**config.mk**
```make
export PLATFORM = sky130hd
export DESIGN_NAME = tree_mac_ctrl
export DESIGN_NICKNAME = d
export VERILOG_FILES = /design/src/rtl/tree_mac_pkg.sv /design/src/rtl/tree_mac_ctrl_sat_relu32.sv /design/src/rtl/tree_mac_ctrl.sv
export SDC_FILE = /design/constraint.sdc
export NUM_CORES = 1
export LEC_CHECK = 0
export ABC_AREA = 1
export CORE_MARGIN = 10
export CORE_UTILIZATION = 50
export DETAILED_ROUTE_END_ITERATION = 10
export DONT_BUFFER_PORTS = 1
export REMOVE_ABC_BUFFERS = 1
export SLEW_MARGIN = 20
export SYNTH_ARGS = -nofsm -noshare
export SYNTH_HDL_FRONTEND = slang
export SYNTH_SLANG_ARGS = --single-unit
```
**constraint.sdc**
```tcl
create_clock -name clk -period 3.4 [get_ports clk]
set_input_delay 0.85 -clock clk [delete_from_list [all_inputs] [get_ports clk]]
set_output_delay 0.85 -clock clk [all_outputs]
set_load 0.02 [all_outputs]
```
**src/rtl/tree_mac_pkg.sv**
```systemverilog
// rtl/tree_mac_pkg.sv - shared types and constants for the tree MAC controller
package tree_mac_pkg;

  typedef enum logic [2:0] {
    S_IDLE,
    S_FETCH,
    S_DRAIN,
    S_FINAL,
    S_OUT,
    S_DONE
  } state_e;

  localparam int ACC_W_DEF = 40;

  localparam logic signed [31:0] SAT_MAX = 32'sh7FFF_FFFF;
  localparam logic signed [31:0] SAT_MIN = 32'sh8000_0000;

  // Largest supported buffer read latency; sizes the drain counter.
  localparam int RD_LAT_MAX = 4;
  localparam int DRN_W      = $clog2(RD_LAT_MAX + 1);

endpackage

```
**src/rtl/tree_mac_ctrl_sat_relu32.sv**
```systemverilog
// rtl/tree_mac_ctrl_sat_relu32.sv - optional ReLU then clamp of a wide signed sum to 32 bits
module sat_relu32
  import tree_mac_pkg::*;
#(
  parameter int ACC_W = ACC_W_DEF
) (
  input  logic signed [ACC_W:0] sum_i,
  input  logic                  relu_i,
  output logic signed [31:0]    data_o
);

  localparam logic signed [ACC_W:0] HI = {{(ACC_W - 31){1'b0}}, SAT_MAX};
  localparam logic signed [ACC_W:0] LO = {{(ACC_W - 31){1'b1}}, SAT_MIN};

  // ReLU takes priority: any negative sum becomes zero before clamping.
  always_comb begin
    data_o = sum_i[31:0];
    if (relu_i && sum_i[ACC_W]) begin
      data_o = '0;
    end else if (sum_i > HI) begin
      data_o = SAT_MAX;
    end else if (sum_i < LO) begin
      data_o = SAT_MIN;
    end
  end

endmodule

```
**src/rtl/tree_mac_ctrl.sv**
```systemverilog
// rtl/tree_mac_ctrl.sv - chunk sequencer, accumulator and result port for the 32-lane tree adder
module tree_mac_ctrl
  import tree_mac_pkg::*;
#(
  parameter int ADDR_W = 12,
  parameter int CNT_W  = 10,
  parameter int RD_LAT = 1,
  parameter int ACC_W  = ACC_W_DEF
) (
  input  logic                     clk,
  input  logic                     rst_n,
  input  logic                     start,
  input  logic [CNT_W-1:0]         cfg_num_out,
  input  logic [CNT_W-1:0]         cfg_num_chunks,
  input  logic                     cfg_relu,
  output logic                     busy,
  output logic                     done,
  output logic                     mem_rd_en,
  output logic [ADDR_W-1:0]        w_addr,
  output logic [CNT_W-1:0]         x_addr,
  output logic [CNT_W-1:0]         b_addr,
  input  logic signed [31:0]       tree_sum,
  input  logic signed [31:0]       bias_data,
  output logic                     out_valid,
  input  logic                     out_ready,
  output logic signed [31:0]       out_data,
  output logic [CNT_W-1:0]         out_idx
);

  state_e                state_q, state_d;
  logic [CNT_W-1:0]      num_out_q, num_out_d;
  logic [CNT_W-1:0]      num_chunks_q, num_chunks_d;
  logic                  relu_q, relu_d;
  logic [ADDR_W-1:0]     w_addr_q, w_addr_d;
  logic [CNT_W-1:0]      chunk_q, chunk_d;
  logic [CNT_W-1:0]      idx_q, idx_d;
  logic [ACC_W-1:0]      acc_q, acc_d;
  logic [31:0]           bias_q, bias_d;
  logic [DRN_W-1:0]      drain_q, drain_d;
  logic signed [31:0]    res_q, res_d;
  logic [RD_LAT-1:0]     vpipe_q;
  logic [RD_LAT-1:0]     fpipe_q;
  logic signed [ACC_W:0] sum_w;
  logic signed [31:0]    sat_w;

  // One extra bit so acc + bias can never wrap before the clamp.
  assign sum_w = {acc_q[ACC_W-1], acc_q} + {{(ACC_W - 31){bias_q[31]}}, bias_q};

  sat_relu32 #(.ACC_W(ACC_W)) u_sat (
    .sum_i  (sum_w),
    .relu_i (relu_q),
    .data_o (sat_w)
  );

  assign busy     = (state_q != S_IDLE);
  assign w_addr   = w_addr_q;
  assign x_addr   = chunk_q;
  assign b_addr   = idx_q;
  assign out_idx  = idx_q;
  assign out_data = res_q;

  // Next-state, datapath updates and strobes.
  always_comb begin
    state_d      = state_q;
    num_out_d    = num_out_q;
    num_chunks_d = num_chunks_q;
    relu_d       = relu_q;
    w_addr_d     = w_addr_q;
    chunk_d      = chunk_q;
    idx_d        = idx_q;
    acc_d        = acc_q;
    bias_d       = bias_q;
    drain_d      = drain_q;
    res_d        = res_q;
    mem_rd_en    = 1'b0;
    out_valid    = 1'b0;
    done         = 1'b0;

    // Read returns land whenever their flag leaves the delay line.
    if (vpipe_q[RD_LAT-1]) acc_d = acc_q + {{(ACC_W - 32){tree_sum[31]}}, tree_sum};
    if (fpipe_q[RD_LAT-1]) bias_d = bias_data;

    unique case (state_q)
      S_IDLE: begin
        if (start) begin
          num_out_d    = cfg_num_out;
          num_chunks_d = cfg_num_chunks;
          relu_d       = cfg_relu;
          w_addr_d     = '0;
          chunk_d      = '0;
          idx_d        = '0;
          acc_d        = '0;
          state_d      = (cfg_num_out == '0 || cfg_num_chunks == '0) ? S_DONE : S_FETCH;
        end
      end
      S_FETCH: begin
        mem_rd_en = 1'b1;
        w_addr_d  = w_addr_q + 1'b1;
        if (chunk_q == num_chunks_q - 1'b1) begin
          drain_d = '0;
          state_d = S_DRAIN;
        end else begin
          chunk_d = chunk_q + 1'b1;
        end
      end
      S_DRAIN: begin
        if (drain_q == DRN_W'(RD_LAT - 1)) state_d = S_FINAL;
        else drain_d = drain_q + 1'b1;
      end
      S_FINAL: begin
        res_d   = sat_w;
        state_d = S_OUT;
      end
      S_OUT: begin
        out_valid = 1'b1;
        if (out_ready) begin
          acc_d   = '0;
          chunk_d = '0;
          idx_d   = idx_q + 1'b1;
          state_d = (idx_q == num_out_q - 1'b1) ? S_DONE : S_FETCH;
        end
      end
      S_DONE: begin
        done    = 1'b1;
        state_d = S_IDLE;
      end
      default: state_d = S_IDLE;
    endcase
  end

  // State register.
  always_ff @(posedge clk or negedge rst_n) begin
    if (!rst_n) state_q <= S_IDLE;
    else        state_q <= state_d;
  end

  // Datapath and counter registers.
  always_ff @(posedge clk or negedge rst_n) begin
    if (!rst_n) begin
      num_out_q    <= '0;
      num_chunks_q <= '0;
      relu_q       <= 1'b0;
      w_addr_q     <= '0;
      chunk_q      <= '0;
      idx_q        <= '0;
      acc_q        <= '0;
      bias_q       <= '0;
      drain_q      <= '0;
      res_q        <= '0;
    end else begin
      num_out_q    <= num_out_d;
      num_chunks_q <= num_chunks_d;
      relu_q       <= relu_d;
      w_addr_q     <= w_addr_d;
      chunk_q      <= chunk_d;
      idx_q        <= idx_d;
      acc_q        <= acc_d;
      bias_q       <= bias_d;
      drain_q      <= drain_d;
      res_q        <= res_d;
    end
  end

  // Read-tracking delay lines: every issued read, and the chunk-0 read that carries the bias.
  always_ff @(posedge clk or negedge rst_n) begin
    if (!rst_n) begin
      vpipe_q <= '0;
      fpipe_q <= '0;
    end else begin
      vpipe_q[0] <= mem_rd_en;
      fpipe_q[0] <= mem_rd_en && (chunk_q == '0);
      for (int i = 1; i < RD_LAT; i++) begin
        vpipe_q[i] <= vpipe_q[i-1];
        fpipe_q[i] <= fpipe_q[i-1];
      end
    end
  end

endmodule

```
==> metrics.txt, run 1 <==
status=finished, final reports clean; clk sink count=165; Top delay family on crit path=simple AND/OR/NAND/NOR gates; final hold vios=0; Routed wire per std cell=17.2 um; Startpoint Class=register; hold buffer count at CTS=0; total CTS buffers=17; Tmin final=3030 ps; CTS Root Cell=clkbuf_16; H-tree levels=4; DP HPWL=32.2 mm; critical-path cell list=ha_1, inv_1, fa_1, inv_1, nand2_1, nand2_1, nand3_1, nand2_2, nand2_1, nand2_2, nand2_2, nand2_2, nand2_1, nand3_2, xor2_2, o21ai_1, inv_1, buf_6, nand2_1, nand2_1; Worst-Margin Slew=755 ps; via/cell ratio=5.29; CTS resizes=0; max incr delay on CP=420 ps; multi-input logic area=7970 um^2; Synth-to-Final Area Change=6.82%; Async S/R FF share, synth=1.00; reg-to-reg slack, setup=370 ps; cell row count=60; post-synthesis cell area=13500 um^2; Reg2Reg Capture Point=out_data[11]$_DFFE_PN0N_; vias in the first global route=12207; R2R cell count=20; Required @ worst endpoint=3780 ps; Fillers=2723; crit path kind=register to register; syn avg cell area=6.75 um^2; Period Utilization, post-route=0.891; via count=12420; drt pass-1 iters=6; Hold Path Class=input port to asynchronous set/reset pin; sequential-to-total area share from yosys stat=0.306; kind of end point of the critical path=register; Gate Count Post-Synth=2000; FMAX=0.330 GHz; TNS Setup=0 ps; Total GRT Usage=0.241; unrepaired setup endpoints after global routing=no; Iteration-0 DRC Markers=832; Total Nets Final=2168; DRC=0; FF-to-FF Start=acc_q[0]$_DFF_PN0_; arrival time at the worst endpoint=3410 ps; Worst slew margin=0.496; routability cong.=0.969; Worst-path clk slew=80 ps; total congestion overflow=0; post-route ant nets=0; Ys Warns=0; CTS tree=done; Final setup viols=0; first-pass GRT wire length=64.7 mm; Unique masters post-synth=53; Max Cap Viol=0; die area=34000 um^2; port bufs=0; slowest CP cell=dfrtp_1; Synth Flop Type=dfrtp_1; synthesized flop and latch total=165; CTS max path bufs=2; EDFF count, synth=0; largest net degree at the start of global routing=166; clk_skew=12.5 ps; Max FO, Critical Path=31; core region area=26700 um^2; Register Area=4130 um^2; layout cells sized above 1=0.0629; Fin Hold WS=86.7 ps; Post-CTS Setup Bufs=0; clk_lat worst skew=450 ps; Boundary Pins=167; chip height=184 um; initial antenna violation count=8; Crit path buffers/inverters=4; Pins Over Slew Limit=0; initial core utilization=0.505; Routed WL=40.4 mm; Die Wd=184 um; cell mode on critical path=nand2_1
==> sequential cells by signal, indices dropped and copies added (netlist names) <==
| signal | cells |
|---|---|
| drain_q | 3 |
| out_data | 32 |
| relu_q | 1 |
| vpipe_q | 1 |
| state_q | 3 |
| b_addr | 10 |
| x_addr | 10 |
| acc_q | 40 |
| bias_q | 32 |
| w_addr | 12 |
| fpipe_q | 1 |
| num_chunks_q | 10 |
| num_out_q | 10 |
==> cell families (layout without fill, tap and decap cells) <==
group,after synthesis,count (layout),share of synthesized area
muxes,32,32,0.0266
other,0,6,0
AOI/OAI and AO/OA,307,307,0.131
and+or+nand+nor,980,980,0.298
DFF,165,165,0.306
xor gates and xnor gates,78,78,0.0512
adders and majority gates,89,89,0.0836
buffers and inverters,349,352,0.104
==> through the flow <==
stage | std cells | util | area (um^2) | setup WS (ps)
finish | 2350 | 0.540 | 14400 | 371
global route | 2346 | 0.539 | 14400 | 43.1
CTS | 2344 | 0.539 | 14400 | 271
detailed placement | 2312 | 0.518 | 13800 | 235
global placement | 2312 | 0.518 | 13800 | 306
floorplan | 1950 | - | 13200 | 431
==> cell type report <==
cell class              instances  area share
multi-input cells            1486       0.553
flip-flops and latches        165       0.286
inverters                     299      0.0778
well taps                     341      0.0296
clock buffers                  17      0.0295
repair buffers                 21      0.0129
clock inverters                15      0.0101
diodes                          6     0.00104
==> worst max-delay path by stage <==
| stage | slack (ps) | cells past startpoint | from | end |
|---|---|---|---|---|
| floorplan | 430 | 16 | tree_sum[0] | acc_q[18]$_DFF_PN0_ |
| global placement | 310 | 20 | acc_q[0]$_DFF_PN0_ | out_data[11]$_DFFE_PN0N_ |
| detailed placement | 240 | 17 | tree_sum[0] | acc_q[34]$_DFF_PN0_ |
| CTS | 270 | 20 | acc_q[0]$_DFF_PN0_ | out_data[11]$_DFFE_PN0N_ |
| global route | 40 | 20 | acc_q[0]$_DFF_PN0_ | out_data[7]$_DFFE_PN0N_ |
| finish | 370 | 20 | acc_q[0]$_DFF_PN0_ | out_data[11]$_DFFE_PN0N_ |
==> metal layers <==
layer / routed length (um) / up-vias / track usage
met3: 2630 / 48 / 0.0579
met2: 18700 / 291 / 0.399
met4: 860 / 4 / 0.0708
li1: - / 6386 / -
met5: 28 / - / 0
met1: 18100 / 5691 / 0.304
==> worst register-to-register path: cells and delay by family (launching register included) <==
| family | cells | cell delay (ps) |
|---|---|---|
| buffers and inverters | 4 | 550 |
| flip-flops | 1 | 420 |
| AO/OA/AOI/OAI | 1 | 90 |
| XOR/XNOR | 1 | 240 |
| AND/OR/NAND/NOR | 12 | 960 |
| adder cells (fa/ha/maj) | 2 | 700 |
==> layout by cell type (no fill, tap or decap), types with 3 or more instances in the layout <==
cell       Yosys  layout
nand2_1      620     620
a21oi_1      113     113
o31ai_1        4       4
nor2_1       182     182
inv_1        295     295
ha_1          87      87
dfrtp_1      165     164
xor2_1        53      53
nor3b_1        5       5
nor2_2         5       5
buf_4         14      18
a31oi_1       17      17
inv_2          4       4
nand3_1       82      82
clkinv_4       0       4
nor4_1         9       9
nand4_1       21      21
xnor2_1       24      24
or2_2         10      10
nor3_1        25      25
o22ai_1        3       3
o211ai_1      29      29
mux2_2        31      31
o21ai_0       97      97
o21ai_1        4       4
inv_6          0       5
a21o_1         9       9
diode_2        0       6
nand2_2        8       8
o21a_1         3       3
o21bai_1      11      11
clkbuf_16      0      17
==> synth_stat cells (all sizes together) (4+ instances only) <==
| master | number | area share |
|---|---|---|
| o21bai | 11 | 0.0061 |
| mux2 | 31 | 0.026 |
| a21oi | 114 | 0.043 |
| nand4 | 21 | 0.0097 |
| a31oi | 17 | 0.0079 |
| inv | 299 | 0.083 |
| xnor2 | 24 | 0.016 |
| ha | 87 | 0.081 |
| nand2 | 628 | 0.18 |
| clkbuf | 22 | 0.0061 |
| nor4 | 9 | 0.0042 |
| nor3 | 28 | 0.011 |
| o31ai | 4 | 0.0022 |
| buf | 28 | 0.015 |
| o21ai | 103 | 0.039 |
| dfrtp | 165 | 0.31 |
| nand3 | 84 | 0.032 |
| nor3b | 5 | 0.0028 |
| or2 | 11 | 0.0051 |
| nor2 | 187 | 0.053 |
| xor2 | 54 | 0.036 |
| a21o | 9 | 0.0050 |
| o211ai | 29 | 0.016 |
Power of run 1 is left out: the tool's default activity adds up to more than one toggle a clock period on the data nets, which glitch-free logic cannot reach.
==> inputs of run 2 (changes only) <==
- CTS_BUF_LIST: unset -> sky130_fd_sc_hd__clkbuf_8
==> run 2 against run 1 <==
  * Global-route usage fell by 0.11 points
  * Clock-buffer cell count did not move
  * Clock skew rose by 4.0 ps
  * Non-clock buffer count did not move
  * Register-to-register slack got worse by 20 ps
  * Worst hold slack got worse by 48 ps
  * Worst setup slack got worse by 20 ps
  * Sequential cell count did not move
  * Sequential share of layout area rose by 0.39 points
  * Critical path depth did not move
  * Fmax fell by 0.66%
  * Routed wire length fell by 0.54%
==> metrics.txt, run 2 (synthesized netlist as in run 1, its figures left out) <==
post-route ant nets=0 (unchanged); max FFs per register=40 (unchanged); via/cell ratio=5.28 (about the same); chip height=184 um (unchanged); Iteration-0 DRC Markers=870 (+4.6%); Max Cap Viol=0 (unchanged); Max FO, Critical Path=31 (unchanged); cell row count=60 (unchanged); Die Wd=184 um (unchanged); clk_lat worst skew=490 ps (+40 ps); Worst slew margin=0.490 (-0.00569); clk_skew=16.5 ps (+3.95 ps); vias in the first global route=12159 (-0.39%); total CTS buffers=17 (unchanged); port bufs=0 (unchanged); clk sink count=165 (unchanged); FMAX=0.328 GHz (-0.66%); DRC=0 (unchanged); Boundary Pins=167 (unchanged); unrepaired setup endpoints after global routing=no; Top delay family on crit path=simple AND/OR/NAND/NOR gates; cell mode on critical path=nand2_1; Final setup viols=0 (unchanged); Tmin final=3050 ps (+20.3 ps); Worst-path clk slew=110 ps (+30 ps); layout cells sized above 1=0.0629 (unchanged); Fillers=2745 (+0.81%); Total Nets Final=2168 (unchanged); core region area=26700 um^2 (unchanged); initial core utilization=0.505 (unchanged); DP HPWL=32.2 mm (unchanged); Total GRT Usage=0.240 (-0.00108); critical-path cell list=ha_1, inv_1, fa_1, inv_1, nand2_1, nand2_1, nand3_1, nand2_2, nand2_1, nand2_2, nand2_2, nand2_2, nand2_1, nand3_2, xor2_2, o21ai_1, inv_1, buf_6, nand2_1, nand2_1; H-tree levels=4 (unchanged); Required @ worst endpoint=3820 ps (+40 ps); TNS Setup=0 ps (unchanged); Pins Over Slew Limit=0 (unchanged); drt pass-1 iters=5 (-1); Startpoint Class=register; hold buffer count at CTS=0 (unchanged); dpl cells=2312 (unchanged); Routed wire per std cell=17.1 um (-0.54%); first-pass GRT wire length=64.5 mm (-0.35%); Period Utilization, post-route=0.897 (+0.00596); final hold vios=0 (unchanged); die area=34000 um^2 (unchanged); Hold Path Class=input port to asynchronous set/reset pin; total congestion overflow=0 (unchanged); kind of end point of the critical path=register; Crit path buffers/inverters=4 (unchanged); Synth-to-Final Area Change=5.40%; largest net degree at the start of global routing=166 (unchanged); Routed WL=40.2 mm (-0.54%); Worst-Margin Slew=764 ps (+8.53 ps); most frequent cells in the layout=620 x nand2_1, 295 x inv_1, 182 x nor2_1; slowest CP cell=dfrtp_1; arrival time at the worst endpoint=3470 ps (+60 ps); crit path kind=register to register; CTS tree=done; CTS max path bufs=2 (unchanged); via count=12411 (-0.072%); max incr delay on CP=430 ps (about the same); CTS Root Cell=clkbuf_8; most common cell after layout, fill and taps aside=nand2_1; Finished Layout Cells=2350 (unchanged); Largest Register=acc_q; routability cong.=0.969 (unchanged); initial antenna violation count=8 (unchanged); status=finished, final reports clean
## run 2: cell count changes in the layout (fill, tap and decap cells not counted)
cell,change
clkbuf_16,-17
clkbuf_8,+17
## run 2: area by class of cell
cell class | instances | area [um^2] | area share
multi-input combinational | 1486 | 7970 | 0.560
sequential | 165 | 4130 | 0.290
inverter | 299 | 1120 | 0.0789
tap | 341 | 427 | 0.0300
clock buffer | 17 | 234 | 0.0164
timing repair buffer | 21 | 186 | 0.0131
clock inverter | 15 | 145 | 0.0102
antenna | 6 | 15.0 | 0.00106
## run 2: worst paths after layout
path | from | endpoint | slack [ps] | cells after the start
setup / recovery | acc_q[0]$_DFF_PN0_ | out_data[7]$_DFFE_PN0N_ | 350 | 20
hold / removal | rst_n | acc_q[6]$_DFF_PN0_ | 40 | 0
setup reg to reg | acc_q[0]$_DFF_PN0_ | out_data[7]$_DFFE_PN0N_ | 350 | 20
hold reg to reg | relu_q$_DFFE_PN0P_ | out_data[31]$_DFFE_PN0N_ | 450 | 1
max in group asynchronous | rst_n | x_addr[5]$_DFFE_PN0P_ | 3110 | 0
min in group clk | relu_q$_DFFE_PN0P_ | out_data[31]$_DFFE_PN0N_ | 450 | 1
## run 2: what timing repair did
item / in CTS / in global routing
gates resized for setup: 0 / 1
endpoints found under the setup margin: 0 / 3
setup buffers: 0 / 0
## run 2: per-layer routing
layer | vias to the layer above | wire length, um | track usage
met4 | 4 | 767 | 0.0662
met3 | 46 | 2810 | 0.0567
li1 | 6383 | - | -
met2 | 329 | 18600 | 0.400
met1 | 5649 | 17900 | 0.303
met5 | - | 28 | 0
## run 2: worst reg2reg max path: cells and delay by family (launching register included)
family          cells  cell delay (ps)
compound gates      1               90
xor+xnor            1              240
fa+ha+maj           2              700
buf+inv             4              570
flops               1              430
simple gates       12              980
## run 2: stage by stage
step	hold WS [ps]	utilization	worst slack (ps)	cell area [um^2]
after floorplan	435	-	431	13200
after global placement	446	0.518	306	13800
after detailed placement	450	0.518	235	13800
after CTS	17.8	0.532	284	14200
after global routing	10.9	0.532	54.1	14200
final	38.3	0.532	350	14200
Power of run 2 is left out for the same reason.
==> inputs of run 3 (changes only) <==
- CTS_CLUSTER_SIZE: unset -> 24
- PLACE_DENSITY_LB_ADDON: unset -> 0.3
- SETUP_SLACK_MARGIN: unset -> 0.5
==> run 3 against run 2 <==
  * Clock-buffer cell count unchanged
  * Sequential cell count unchanged
  * Die area unchanged
  * Fmax increased by 9.5%
  * Routed wire length increased by 3.5%
  * Non-clock buffer count increased by 15
  * Sequential share of layout area decreased by 1.7 points
  * Critical path depth decreased by 6
==> metrics.txt, run 3 (synthesized netlist as in run 1, its figures left out) <==
clk_skew=28.6 ps (+12.1 ps); initial antenna violation count=6 (-2); Crit path buffers/inverters=1 (-3); status=finished, final reports clean; Routed wire per std cell=17.6 um (+3.0%); via/cell ratio=5.44 (+3.0%); Total GRT Usage=0.236 (-0.00434); CTS tree=done; Post-Route Utilization=0.567 (+0.0347); hold buffer count at CTS=0 (unchanged); TNS Setup=0 ps (unchanged); Fillers=2573 (-6.3%); kind of end point of the critical path=register; routability cong.=1.01 (+4.3%); Iteration-0 DRC Markers=995 (+14%); Worst-Margin Slew=983 ps (+219 ps); layout cells sized above 1=0.125 (+0.0620); Top delay family on crit path=compound AO/OA/AOI/OAI gates; FMAX=0.359 GHz (+9.5%); slowest CP cell=dfrtp_1; Routed WL=41.6 mm (+3.5%); Fin Hold WS=45.6 ps (+7.29 ps); Tmin final=2780 ps (-265 ps); Pins Over Slew Limit=0 (unchanged); Hold Path Class=input port to asynchronous set/reset pin; clk_lat worst skew=480 ps (about the same); Largest Register=acc_q; reg-to-reg slack, setup=620 ps (+260 ps); vias in the first global route=12217 (+0.48%); drt pass-1 iters=5 (unchanged); crit path kind=register to register; via count=12845 (+3.5%); CTS max path bufs=2 (unchanged); H-tree levels=4 (unchanged); Total Nets Final=2183 (+0.69%); Required @ worst endpoint=3820 ps (about the same); first-pass GRT wire length=64.0 mm (-0.74%); Max FO, Critical Path=7 (-77%); total congestion overflow=0 (unchanged); dpl cells=2312 (unchanged); Finished Layout Cells=2362 (+0.51%); initial core utilization=0.505 (unchanged); Worst slew margin=0.344 (-0.146); DRC=0 (unchanged); cell row count=60 (unchanged); cell mode on critical path=nand2_1; most frequent cells in the layout=607 x nand2_1, 293 x inv_1, 160 x nor2_1; CTS Root Cell=clkbuf_8; Final setup viols=0 (unchanged); core region area=26700 um^2 (unchanged); clk sink count=165 (unchanged); Startpoint Class=register; DP HPWL=32.1 mm (-0.46%); critical-path cell list=ha_4, nand3_1, nand3_2, inv_1, o21ai_2, a21oi_1, o21ai_0, nand3_1, nand2_1, xor2_1, nand2_1, nand2_1, nand2_1, nand2_1; Die Wd=184 um (unchanged); largest net degree at the start of global routing=166 (unchanged); port bufs=0 (unchanged); Boundary Pins=167 (unchanged); die area=34000 um^2 (unchanged); arrival time at the worst endpoint=3200 ps (-270 ps); total CTS buffers=17 (unchanged); post-route ant nets=0 (unchanged); final hold vios=0 (unchanged); Worst-path clk slew=110 ps (about the same); Period Utilization, post-route=0.819 (-0.0779); max FFs per register=40 (unchanged); Max Cap Viol=0 (unchanged); max incr delay on CP=470 ps (+40 ps); most common cell after layout, fill and taps aside=nand2_1; Synth-to-Final Area Change=12.3%; chip height=184 um (unchanged); unrepaired setup endpoints after global routing=yes
## run 3: worst paths after layout
kind,from,endpoint,cells after the start
max in group asynchronous,rst_n,acc_q[33]$_DFF_PN0_,0
worst min-delay path,rst_n,acc_q[22]$_DFF_PN0_,0
min in group clk,relu_q$_DFFE_PN0P_,out_data[31]$_DFFE_PN0N_,1
worst max-delay path,acc_q[2]$_DFF_PN0_,out_data[25]$_DFFE_PN0N_,14
worst min register to register,relu_q$_DFFE_PN0P_,out_data[31]$_DFFE_PN0N_,1
worst max register to register,acc_q[2]$_DFF_PN0_,out_data[25]$_DFFE_PN0N_,14
## run 3: through the flow
step	setup slack, ps	area [um^2]
after floorplan	431	13200
after global placement	296	13800
after detailed placement	259	13800
after CTS	508	14300
after global routing	463	15200
final	615	15200
## run 3: layer usage
| layer | vias to the layer above | part of all wire | global-route usage |
|---|---|---|---|
| li1 | 6416 | - | - |
| met1 | 5936 | 0.44 | 0.301 |
| met2 | 427 | 0.47 | 0.393 |
| met3 | 60 | 0.070 | 0.0494 |
| met4 | 6 | 0.023 | 0.0659 |
| met5 | - | 0.00099 | 0 |
## run 3: timing repair
action                     CTS  global route
setup endpoints to repair   31            43
setup buffers                1             9
gates resized for setup      7           150
cloned                       0             5
pin swaps                    0            20
## run 3: area by class of cell
cell class	count	area, um^2	area share
multi-input combinational	1486	8680	0.573
sequential	165	4150	0.274
timing repair buffer	36	377	0.0248
tap	341	427	0.0281
clock inverter	15	164	0.0108
antenna	3	7.51	0.000495
inverter	299	1120	0.0740
clock buffer	17	234	0.0154
Power of run 3 is left out for the same reason.
